[src/rtl/seg_scan_mux_if.sv]
// rtl/seg_scan_mux_if.sv - digit pattern inputs and scanned display outputs
interface seg_scan_mux_if;
  logic [6:0] seg_left;
  logic [6:0] seg_right;
  logic       blink_en;
  logic [6:0] seg_out;
  logic [1:0] an_n;

  modport master (
    output seg_left,
    output seg_right,
    output blink_en,
    input  seg_out,
    input  an_n
  );

  modport slave (
    input  seg_left,
    input  seg_right,
    input  blink_en,
    output seg_out,
    output an_n
  );
endinterface

[src/rtl/seg_scan_mux.sv]
// rtl/seg_scan_mux.sv - two-digit 7-segment scan driver with dead-time, frame latch and blink
module seg_scan_mux #(
  parameter int unsigned CLK_FREQ_HZ  = 50_000_000,
  parameter int unsigned REFRESH_HZ   = 1000,
  parameter int unsigned BLANK_CYCLES = 16,
  parameter int unsigned BLINK_HZ     = 2
) (
  input  logic           clk,
  input  logic           rst_n,
  seg_scan_mux_if.slave  bus
);

  localparam int unsigned SLOT_TICKS  = CLK_FREQ_HZ / REFRESH_HZ;
  localparam int unsigned BLINK_TICKS = CLK_FREQ_HZ / (2 * BLINK_HZ);
  localparam logic [31:0] SLOT_LAST   = 32'(SLOT_TICKS - 1);
  localparam logic [31:0] BLANK_LAST  = 32'(BLANK_CYCLES - 1);
  localparam logic [31:0] BLINK_LAST  = 32'(BLINK_TICKS - 1);

  typedef enum logic [1:0] {BLANK_L, SHOW_L, BLANK_R, SHOW_R} state_t;

  state_t      r_state, w_state_nxt;
  logic [31:0] r_slot_cnt, w_slot_cnt_nxt;
  logic [31:0] r_blink_cnt, w_blink_cnt_nxt;
  logic        r_blink_phase, w_blink_phase_nxt;
  logic [6:0]  r_shadow_l, w_shadow_l_nxt;
  logic [6:0]  r_shadow_r, w_shadow_r_nxt;
  logic [6:0]  r_seg_out, w_seg_out_nxt;
  logic [1:0]  r_an_n, w_an_n_nxt;
  logic        w_capture;

  always_comb begin
    w_state_nxt    = r_state;
    w_slot_cnt_nxt = (r_slot_cnt == SLOT_LAST) ? 32'd0 : r_slot_cnt + 32'd1;
    w_capture      = 1'b0;
    case (r_state)
      BLANK_L: if (r_slot_cnt == BLANK_LAST) begin
        w_state_nxt = SHOW_L;
        w_capture   = 1'b1;
      end
      SHOW_L:  if (r_slot_cnt == SLOT_LAST)  w_state_nxt = BLANK_R;
      BLANK_R: if (r_slot_cnt == BLANK_LAST) w_state_nxt = SHOW_R;
      SHOW_R:  if (r_slot_cnt == SLOT_LAST)  w_state_nxt = BLANK_L;
      default: w_state_nxt = BLANK_L;
    endcase

    // Both digits latch together at the start of the left digit so a frame never mixes values.
    w_shadow_l_nxt = w_capture ? bus.seg_left  : r_shadow_l;
    w_shadow_r_nxt = w_capture ? bus.seg_right : r_shadow_r;

    w_blink_cnt_nxt   = 32'd0;
    w_blink_phase_nxt = 1'b0;
    if (bus.blink_en) begin
      if (r_blink_cnt == BLINK_LAST) begin
        w_blink_cnt_nxt   = 32'd0;
        w_blink_phase_nxt = ~r_blink_phase;
      end else begin
        w_blink_cnt_nxt   = r_blink_cnt + 32'd1;
        w_blink_phase_nxt = r_blink_phase;
      end
    end

    // Decoding the next state keeps the registered outputs aligned with the current slot.
    w_an_n_nxt    = 2'b11;
    w_seg_out_nxt = 7'h7F;
    if (!w_blink_phase_nxt) begin
      case (w_state_nxt)
        SHOW_L: begin
          w_an_n_nxt    = 2'b01;
          w_seg_out_nxt = w_shadow_l_nxt;
        end
        SHOW_R: begin
          w_an_n_nxt    = 2'b10;
          w_seg_out_nxt = w_shadow_r_nxt;
        end
        default: ;
      endcase
    end
  end

  always_ff @(posedge clk or negedge rst_n) begin
    if (!rst_n) begin
      r_state       <= BLANK_L;
      r_slot_cnt    <= 32'd0;
      r_blink_cnt   <= 32'd0;
      r_blink_phase <= 1'b0;
      r_shadow_l    <= 7'h7F;
      r_shadow_r    <= 7'h7F;
      r_seg_out     <= 7'h7F;
      r_an_n        <= 2'b11;
    end else begin
      r_state       <= w_state_nxt;
      r_slot_cnt    <= w_slot_cnt_nxt;
      r_blink_cnt   <= w_blink_cnt_nxt;
      r_blink_phase <= w_blink_phase_nxt;
      r_shadow_l    <= w_shadow_l_nxt;
      r_shadow_r    <= w_shadow_r_nxt;
      r_seg_out     <= w_seg_out_nxt;
      r_an_n        <= w_an_n_nxt;
    end
  end

  assign bus.seg_out = r_seg_out;
  assign bus.an_n    = r_an_n;

endmodule

[src/flat_wrapper.sv]
// flat-port wrapper written by rule: the top's interface ports become plain ports
module seg_scan_mux_flat 
#(
  parameter int unsigned CLK_FREQ_HZ  = 50_000_000,
  parameter int unsigned REFRESH_HZ   = 1000,
  parameter int unsigned BLANK_CYCLES = 16,
  parameter int unsigned BLINK_HZ     = 2
)
  (clk, rst_n, bus_seg_left, bus_seg_right, bus_blink_en, bus_seg_out, bus_an_n);
  seg_scan_mux_if bus_i ();
  input  logic clk;
  input  logic rst_n;
  input wire logic [$bits(bus_i.seg_left)-1:0] bus_seg_left;
  input wire logic [$bits(bus_i.seg_right)-1:0] bus_seg_right;
  input wire logic [$bits(bus_i.blink_en)-1:0] bus_blink_en;
  output wire logic [$bits(bus_i.seg_out)-1:0] bus_seg_out;
  output wire logic [$bits(bus_i.an_n)-1:0] bus_an_n;
  assign bus_i.seg_left = bus_seg_left;
  assign bus_i.seg_right = bus_seg_right;
  assign bus_i.blink_en = bus_blink_en;
  assign bus_seg_out = bus_i.seg_out;
  assign bus_an_n = bus_i.an_n;
  seg_scan_mux #(.CLK_FREQ_HZ(CLK_FREQ_HZ), .REFRESH_HZ(REFRESH_HZ), .BLANK_CYCLES(BLANK_CYCLES), .BLINK_HZ(BLINK_HZ)) u_core (.clk(clk), .rst_n(rst_n), .bus(bus_i));
endmodule
[config.mk]
export PLATFORM = sky130hd
export DESIGN_NAME = seg_scan_mux_flat
export DESIGN_NICKNAME = d
export VERILOG_FILES = /design/src/rtl/seg_scan_mux_if.sv /design/src/rtl/seg_scan_mux.sv /design/src/flat_wrapper.sv
export SDC_FILE = /design/constraint.sdc
export NUM_CORES = 1
export LEC_CHECK = 0
export ABC_AREA = 1
export CAP_MARGIN = 20
export CORE_ASPECT_RATIO = 1.1
export CORE_MARGIN = 1.5
export CORE_UTILIZATION = 54
export DETAILED_ROUTE_END_ITERATION = 10
export GPL_ROUTABILITY_DRIVEN = 0
export HOLD_SLACK_MARGIN = 0.15
export PLACE_DENSITY_LB_ADDON = 0.15
export SLEW_MARGIN = 10
export SYNTH_ARGS = -nofsm -noshare
export SYNTH_HDL_FRONTEND = slang
export SYNTH_SLANG_ARGS = --single-unit
[constraint.sdc]
create_clock -name clk -period 4 [get_ports clk]
set_input_delay 0.4 -clock clk [delete_from_list [all_inputs] [get_ports clk]]
set_output_delay 0.4 -clock clk [all_outputs]
set_load 0.1 [all_outputs]
After elaboration in Yosys (flattened, before gate mapping)
Cells that the tools add are included.
{"block": "totals", "output_inout_bits": 9, "wordCells": 38, "in_bits": 17, "ff_bits": 90}
{"block": "classes", "n_mux": 18, "n_addsub": 2, "n_eq_ne": 8, "bitwise_logic": 1, "n_reduce_logical": 1}
{"operator": "two-way mux 32 bit", "count": 3}
{"operator": "adder 32 x 1 -> 32 bit (second input constant)", "count": 2}
{"operator": "== test 32 x 16 -> 1 bit (second input constant)", "count": 1}
{"operator": "== test 32 x 24 -> 1 bit (second input constant)", "count": 1}
{"operator": "== test 32 x 4 -> 1 bit (second input constant)", "count": 1}
{"operator": "two-way mux 7 bit", "count": 3}
{"operator": "one-hot mux 7 bit (2 select lines)", "count": 1}
{"operator": "two-way mux 2 bit", "count": 5}
{"operator": "one-hot mux 2 bit (4 select lines)", "count": 1}
{"operator": "== test 2 bit (second input constant)", "count": 3}
{"operator": "== test 2 x 1 -> 1 bit (second input constant)", "count": 2}
{"operator": "two-way mux 1 bit", "count": 4}
{"operator": "one-hot mux 2 bit (2 select lines)", "count": 1}
{"operator": "logical NOT 2 bit", "count": 1}
{"operator": "inverter 1 bit", "count": 1}

Depth between registers and ports, before layout
Gate-level depths: netlist of the first run.
{"block": "logic_depth", "ltp_word": 6, "depth_mapped": 12, "ltp_nobuf": 12}

Worst setup path after synthesis of the first run
Ideal clock, no wire load.
{"block": "synth_timing", "kind": "register to register", "from": "register u_core.r_slot_cnt[0]", "to": "register u_core.r_slot_cnt[28]", "path_slack_ps": 2397, "t_required_ps": 3882, "path_stages_with_launch": 13, "period_less_slack_ps": 1603, "arrival_time_ps": 1484, "path_buffers": 0, "setup_time_ps": 118, "path_cell_list": "dfrtp_1 -> ha_1 -> nand2_1 -> nor2_4 -> nand2_1 -> nor2_2 -> inv_2 -> nor2_4 -> inv_2 -> nor2_2 -> nand2_1 -> xor2_1 -> inv_1"}
{"block": "synth_between", "elab_chain_len": 2, "word_cells_on_any_way": 3, "classes_between": "add/sub (1); eq/ne (1); mux (1)"}
{"element": "from (decl)", "line_no": "seg_scan_mux.sv:22", "text": "logic [31:0] r_slot_cnt, w_slot_cnt_nxt;"}
{"element": "from (signal assigned)", "line_no": "seg_scan_mux.sv:92", "text": "r_slot_cnt <= w_slot_cnt_nxt;"}
{"element": "adder 32 x 1 -> 32 bit or == test 32 x 16 -> 1 bit (tied branches)", "line_no": "seg_scan_mux.sv:33", "text": "w_slot_cnt_nxt = (r_slot_cnt == SLOT_LAST) ? 32'd0 : r_slot_cnt + 32'd1;"}
{"element": "two-way mux 32 bit *", "line_no": "seg_scan_mux.sv:33"}
{"element": "via u_core.w_slot_cnt_nxt[28]", "line_no": "seg_scan_mux.sv:22"}
Mark *: on every way through the listed nets, which the timed path passes. The rest lies on a longest branch.

Worst setup path after layout of the first run
{"block": "layout_timing", "from": "register u_core.r_seg_out[5], in the netlist u_core.bus.seg_out[5]", "to": "output port bus_seg_out[5]"}
{"element": "from (decl)", "line_no": "seg_scan_mux.sv:27", "text": "logic [6:0] r_seg_out, w_seg_out_nxt;"}
{"element": "from (signal assigned)", "line_no": "seg_scan_mux.sv:97", "text": "r_seg_out <= w_seg_out_nxt;"}
{"element": "to (decl)", "line_no": "flat_wrapper.sv:16", "text": "output wire logic [$bits(bus_i.seg_out)-1:0] bus_seg_out;"}
No word-level cell between the ends.

==> results of run 1 <==
[cell usage after synthesis (2+ instances only)]
master	count	share of area, %
dfstp_2	23	12
o21ai_0	7	0.71
nor2_4	4	0.91
nand2_1	156	12
nor3_1	25	2.5
nor3_2	3	0.61
dfrtp_1	67	34
xnor2_1	8	1.4
nand3_1	46	4.7
xor2_1	35	6.2
inv_2	3	0.23
nor2_1	127	9.7
a31oi_1	2	0.25
nand2_2	3	0.38
a21oi_1	5	0.51
inv_1	87	6.6
clkbuf_1	3	0.23
nor2_2	4	0.51
nand4_1	22	2.8
buf_6	2	0.46
nor4_1	6	0.76
or2_2	3	0.38
ha_1	2	0.51
nor3b_1	2	0.30
[where the power goes]
part	switching [W]	internal [W]	total, W	leakage, nW
Combinational	0.0000641	0.0000271	0.0000913	1.30
Clock	0.000321	0.000307	0.000628	0.0966
Sequential	0.00000478	0.000931	0.000935	1.16
[cells by family (layout without fill, tap and decap cells)]
| group | Yosys count | count (layout) | share of synthesized area (%) |
|---|---|---|---|
| AO/OA/AOI/OAI | 16 | 16 | 1.78 |
| XOR/XNOR | 43 | 43 | 7.64 |
| adder cells (fa/ha/maj) | 2 | 2 | 0.508 |
| buffers and inverters | 96 | 133 | 7.69 |
| flip-flops | 90 | 90 | 46.3 |
| AND/OR/NAND/NOR | 405 | 405 | 36.1 |
[worst paths after layout]
path                                                 start                          endpoint  slack [ns]  depth (start not counted)
max in group asynchronous                            rst_n    u_core.r_slot_cnt[6]$_DFF_PN0_        3.05                          2
max                        u_core.bus.seg_out[5]$_DFF_PN1_                    bus_seg_out[5]        1.58                          1
min                                                  rst_n   u_core.r_blink_cnt[7]$_DFF_PN0_        0.12                          1
min reg2reg                 u_core.r_slot_cnt[0]$_DFF_PN0_    u_core.r_slot_cnt[0]$_DFF_PN0_        0.46                          1
min in group clk            u_core.r_slot_cnt[0]$_DFF_PN0_    u_core.r_slot_cnt[0]$_DFF_PN0_        0.46                          1
max reg2reg                u_core.r_blink_cnt[0]$_DFF_PN0_  u_core.r_blink_cnt[15]$_DFF_PN0_        1.97                          8
[sequential cells by signal, indices dropped and copies added (netlist names)]
| name | cells |
|---|---|
| u_core.r_blink_phase | 1 |
| u_core.bus.an_n | 2 |
| u_core.r_state | 2 |
| u_core.r_shadow_l | 7 |
| u_core.r_blink_cnt | 32 |
| u_core.r_slot_cnt | 32 |
| u_core.bus.seg_out | 7 |
| u_core.r_shadow_r | 7 |
[per-layer routing]
layer  wire length [µm]  track usage [%]
met1               4970             31.5
met2               5530             41.6
met3                379             4.09
met4                395             13.0
met5                  0                0
[cell type report]
type | count | area (µm²)
Sequential cell | 90 | 2280
Inverter | 90 | 338
Tap cell | 114 | 143
Clock inverter | 4 | 51.3
Clock buffer | 12 | 145
Fill cell | 795 | 3380
Multi-Input combinational cell | 466 | 2270
Timing Repair Buffer | 27 | 263
[per-stage QoR]
stage | area, µm² | total power (W)
2_1_floorplan | 4930 | 0.000999
3_3_place_gp | 5290 | 0.00104
3_5_place_dp | 5290 | 0.00105
4_1_cts | 5480 | 0.00167
5_1_grt | 5490 | 0.00172
6_report | 5490 | 0.00165
==> impl_metrics.yaml, run 1 <==
sta:
  setup_violations: 0
  finClkSkew_ns: 0.0175
  rsz0062_at_grt: "no"
  max_freq_mhz: 413
  setup_tns_ns: 0
  timing.hold.ws_ns: 0.119
  slew_headroom_pct: 34.6
  fin_ws_ns: 1.58
  final.min_clock_period_ns: 2.42
  period_share_pct: 60.5
  drv_slew: 0
  worstMarginPinSlew_ns: 0.978
  hold_viol: 0
yosys:
  synth_cells: 652
  ys_types: 31
  syn-num-nets: 671
  syn-cell-area_um2: 4930
  synth_warnings: 0
  ys_ff_latch: 90
  synth.avg_cell_area_um2: 7.56
  ys_async_sr_fraction_pct: 100
  synth_ff_type: "dfrtp_1"
  synth_edf_count: 0
  seq_area_frac_synth_pct: 46.3
cts:
  cts_max_level: 3
  cts.clk_slew.worst_paths_ns: 0.09
  clk-insertion-delay-late_ns: 0.37
  postCtsSetupBuffers: 0
  clkSinkCount: 90
  cts_buffers: 9
  cts_tree: "done"
  cts-root-buf: "clkbuf_8"
  cts_hold_buffers: 0
  cts_resized: 0
  cts_buffer_depth: 2
floorplan:
  dieHeight_um: 103
  rows: 36
  io_pins: 26
  die-area_um2: 9710
  start_util_pct: 55.5
  die_x_um: 94.1
  core_um2: 8870
outcome:
  status: "finished clean"
finish:
  diodes: 0
  drive_above_1_share_pct: 9.00
  fin_cells: 803
  final_cell_mix: "nand2_1, nor2_1, inv_1"
  utilization_pct: 61.9
  nets: 703
  syn_to_final_growth_pct: 11.4
  final_common_cell: "nand2_1"
power:
  p_leak_nw: 2.55
  p_per_area_nw_per_um2: 301
  max-vdd-ir-drop_mv: 0.261
placed_design:
  hpwl_mm: 8.24
  io_buffers: 25
  pre_cts_ws_ns: 1.96
  placedCellCount: 786
min_path:
  hp-class: "input port to asynchronous set/reset pin"
global_route:
  grt_pass1_wl_mm: 18.7
  grt_max_degree: 67
  antenna_found_initial: 0
  grt_overflow_total: 0
  track_usage_pct: 24.9
  grt_pass1_vias: 4072
routing:
  vias: 4218
  finalWirelength_mm: 11.3
  remaining_drc_errors: 0
  firstDrtPassIters: 5
  drt_iter0_markers: 245
  wl_per_cell_um: 14.0
  ant_nets: 0
  viasPerCell: 5.25
worst_setup_path:
  criticalPathCategory: "flip-flop to output pin"
  critPathMaxStageDelay_ns: 1.13
  startpoint_type: "flip-flop"
  cp_slowest_cell: "clkdlybuf4s50_1"
  worstPathArrival_ns: 2.02
  timing.critical_path.buf_inv: 1
  crit_path_end_kind: "output pin"
  path_max_fanout: 1
  crit_path_cell_trace: "clkdlybuf4s50_1"
  critPathTopFamily: "buffers and inverters"
  cp.required_ns: 3.60
job:
  cap_violations: 0
Power figures use the tool's default switching activity.
==> run 2: changes to the inputs <==
clock period = 2.55 ns   (was 4 ns; I/O delays follow)
==> run 2 against run 1 <==
  * Global-route usage fell by 0.54 points
  * Hold slack improved by 0.27 ns
  * Non-clock buffer count increased by 1
  * Clock skew down 0.0061 ns
  * Via count shrank 1.4%
  * Total power increased by 55%
  * Sequential cell count unchanged
  * Count of clock-buffer cells in the layout is the same
  * Die area did not move
  * First-iteration DRC count increased by 20%
  * Sequential share of layout area rose by 0.076 points
  * Critical path type is now flip-flop to flip-flop
  * Critical path depth up 6
==> impl_metrics.yaml, run 2 (same netlist as run 1, synthesis figures left out) <==
outcome:
  status: "finished clean"
cts:
  cts_hold_buffers: 1
  cts_buffers: 9
  cts_max_level: 3
  cts_buffer_depth: 2
  clkSinkCount: 90
  cts-root-buf: "clkbuf_8"
  postCtsSetupBuffers: 0
  cts_resized: 0
  clk-insertion-delay-late_ns: 0.36
  cts.clk_slew.worst_paths_ns: 0.09
  cts_tree: "done"
sta:
  hold_viol: 0
  period_share_pct: 79.4
  setup_tns_ns: 0
  setup_violations: 0
  fin_ws_ns: 0.526
  rsz0062_at_grt: "no"
  max_freq_mhz: 494
  slew_headroom_pct: 55.0
  drv_slew: 0
  worstMarginPinSlew_ns: 0.674
  final.min_clock_period_ns: 2.02
  finClkSkew_ns: 0.0114
finish:
  seq_area_um2: 2280
  final_cell_mix: "nand2_1, nor2_1, inv_1"
  nets: 704
  multi_input_area_um2: 2270
  diodes: 0
  fillers: 793
  reg_top3: "u_core.r_blink_cnt x32, u_core.r_slot_cnt x32"
  syn_to_final_growth_pct: 11.2
  fin_cells: 804
  final_common_cell: "nand2_1"
  drive_above_1_share_pct: 10.1
  utilization_pct: 61.7
power:
  p_sw_w: 0.000599
  clkPwrFrac_pct: 37.0
  combPwrFrac_pct: 5.7
  total_power_w: 0.00256
  p_seq_share_pct: 57.3
  max-vdd-ir-drop_mv: 0.409
  p_leak_nw: 2.56
  p_int_w: 0.00196
  p_per_area_nw_per_um2: 467
  p_sw_share_pct: 23.4
floorplan:
  core_um2: 8870
  dieHeight_um: 103
  start_util_pct: 55.5
  rows: 36
  io_pins: 26
  die_x_um: 94.1
  die-area_um2: 9710
global_route:
  grt_max_degree: 54
  track_usage_pct: 24.4
  grt_overflow_total: 0
  grt_pass1_vias: 3943
  grt_pass1_wl_mm: 18.1
  antenna_found_initial: 0
worst_setup_path:
  worstPathArrival_ns: 2.27
  path_max_fanout: 11
  startpoint_type: "flip-flop"
  crit_path_end_kind: "flip-flop"
  criticalPathCategory: "flip-flop to flip-flop"
  worst-r2r-cell-count: 7
  cp.required_ns: 2.79
job:
  cap_violations: 0
placed_design:
  placedCellCount: 787
  io_buffers: 25
  hpwl_mm: 8.19
  pre_cts_ws_ns: 0.584
routing:
  wl_per_cell_um: 13.4
  viasPerCell: 5.17
  drt_iter0_markers: 294
  finalWirelength_mm: 10.8
  vias: 4157
  firstDrtPassIters: 4
  ant_nets: 0
  remaining_drc_errors: 0
min_path:
  hp-class: "input port to asynchronous set/reset pin"
-- run 2: cell count changes in the layout (fill, tap and decap cells not counted), sizes merged --
cell           change
buf                +9
clkinv             -1
inv                +1
clkdlybuf4s50      -9
dlygate4sd3        +1
-- run 2: worst max-delay path: stages (launching register included) --
cell and delay, ns:
dfrtp_1 0.44, nand2_1 0.10, nor2_1 0.20, inv_1 0.10, nor4_1 0.46, nand3_1 0.17, nand2_1 0.33, nor2_1 0.10
-- run 2: cell type report --
cell class                 instances  share of cell area, %
sequential                        90                   41.6
timing repair buffer              28                   4.80
clock buffer                      12                   2.47
tap                              114                   2.60
multi-input combinational        466                   41.4
clock inverter                     4                  0.936
inverter                          90                   6.17
-- run 2: power by group through the flow --
stage	combinational (W)	clock, W	sequential [W]
final	0.000145	0.000948	0.00147
after global routing	0.000159	0.00104	0.00147
after CTS	0.000148	0.000980	0.00147
after detailed placement	0.000147	0	0.00149
after global placement	0.000145	0	0.00149
after floorplan	0.0000300	0	0.00154
-- run 2: path summary, 6_finish.rpt --
| path | startpoint | endpoint | slack [ns] |
|---|---|---|---|
| min | rst_n | u_core.r_blink_cnt[8]$_DFF_PN0_ | 0.39 |
| min reg2reg | u_core.r_slot_cnt[0]$_DFF_PN0_ | u_core.r_slot_cnt[0]$_DFF_PN0_ | 0.46 |
| max in group asynchronous | rst_n | u_core.bus.seg_out[2]$_DFF_PN1_ | 1.46 |
| max | u_core.r_blink_cnt[21]$_DFF_PN0_ | u_core.r_blink_cnt[21]$_DFF_PN0_ | 0.53 |
| min in group clk | bus_seg_right[3] | u_core.r_shadow_r[3]$_DFF_PN1_ | 0.44 |
| max reg2reg | u_core.r_blink_cnt[21]$_DFF_PN0_ | u_core.r_blink_cnt[21]$_DFF_PN0_ | 0.53 |
-- run 2: per-layer routing --
| layer | routed length, µm | vias to the layer above | track usage (%) |
|---|---|---|---|
| met5 | 0 | - | 0 |
| li1 | - | 2098 | - |
| met1 | 4780 | 1931 | 30.9 |
| met2 | 5270 | 105 | 40.4 |
| met3 | 481 | 23 | 5.99 |
| met4 | 263 | 0 | 9.76 |
-- run 2: through the flow --
stage          cell area, µm²  hold WS, ns
6_report                 5480        0.390
5_1_grt                  5480        0.434
4_1_cts                  5480        0.399
3_5_place_dp             5280        0.262
3_3_place_gp             5280        0.258
2_1_floorplan            4930      -0.0406
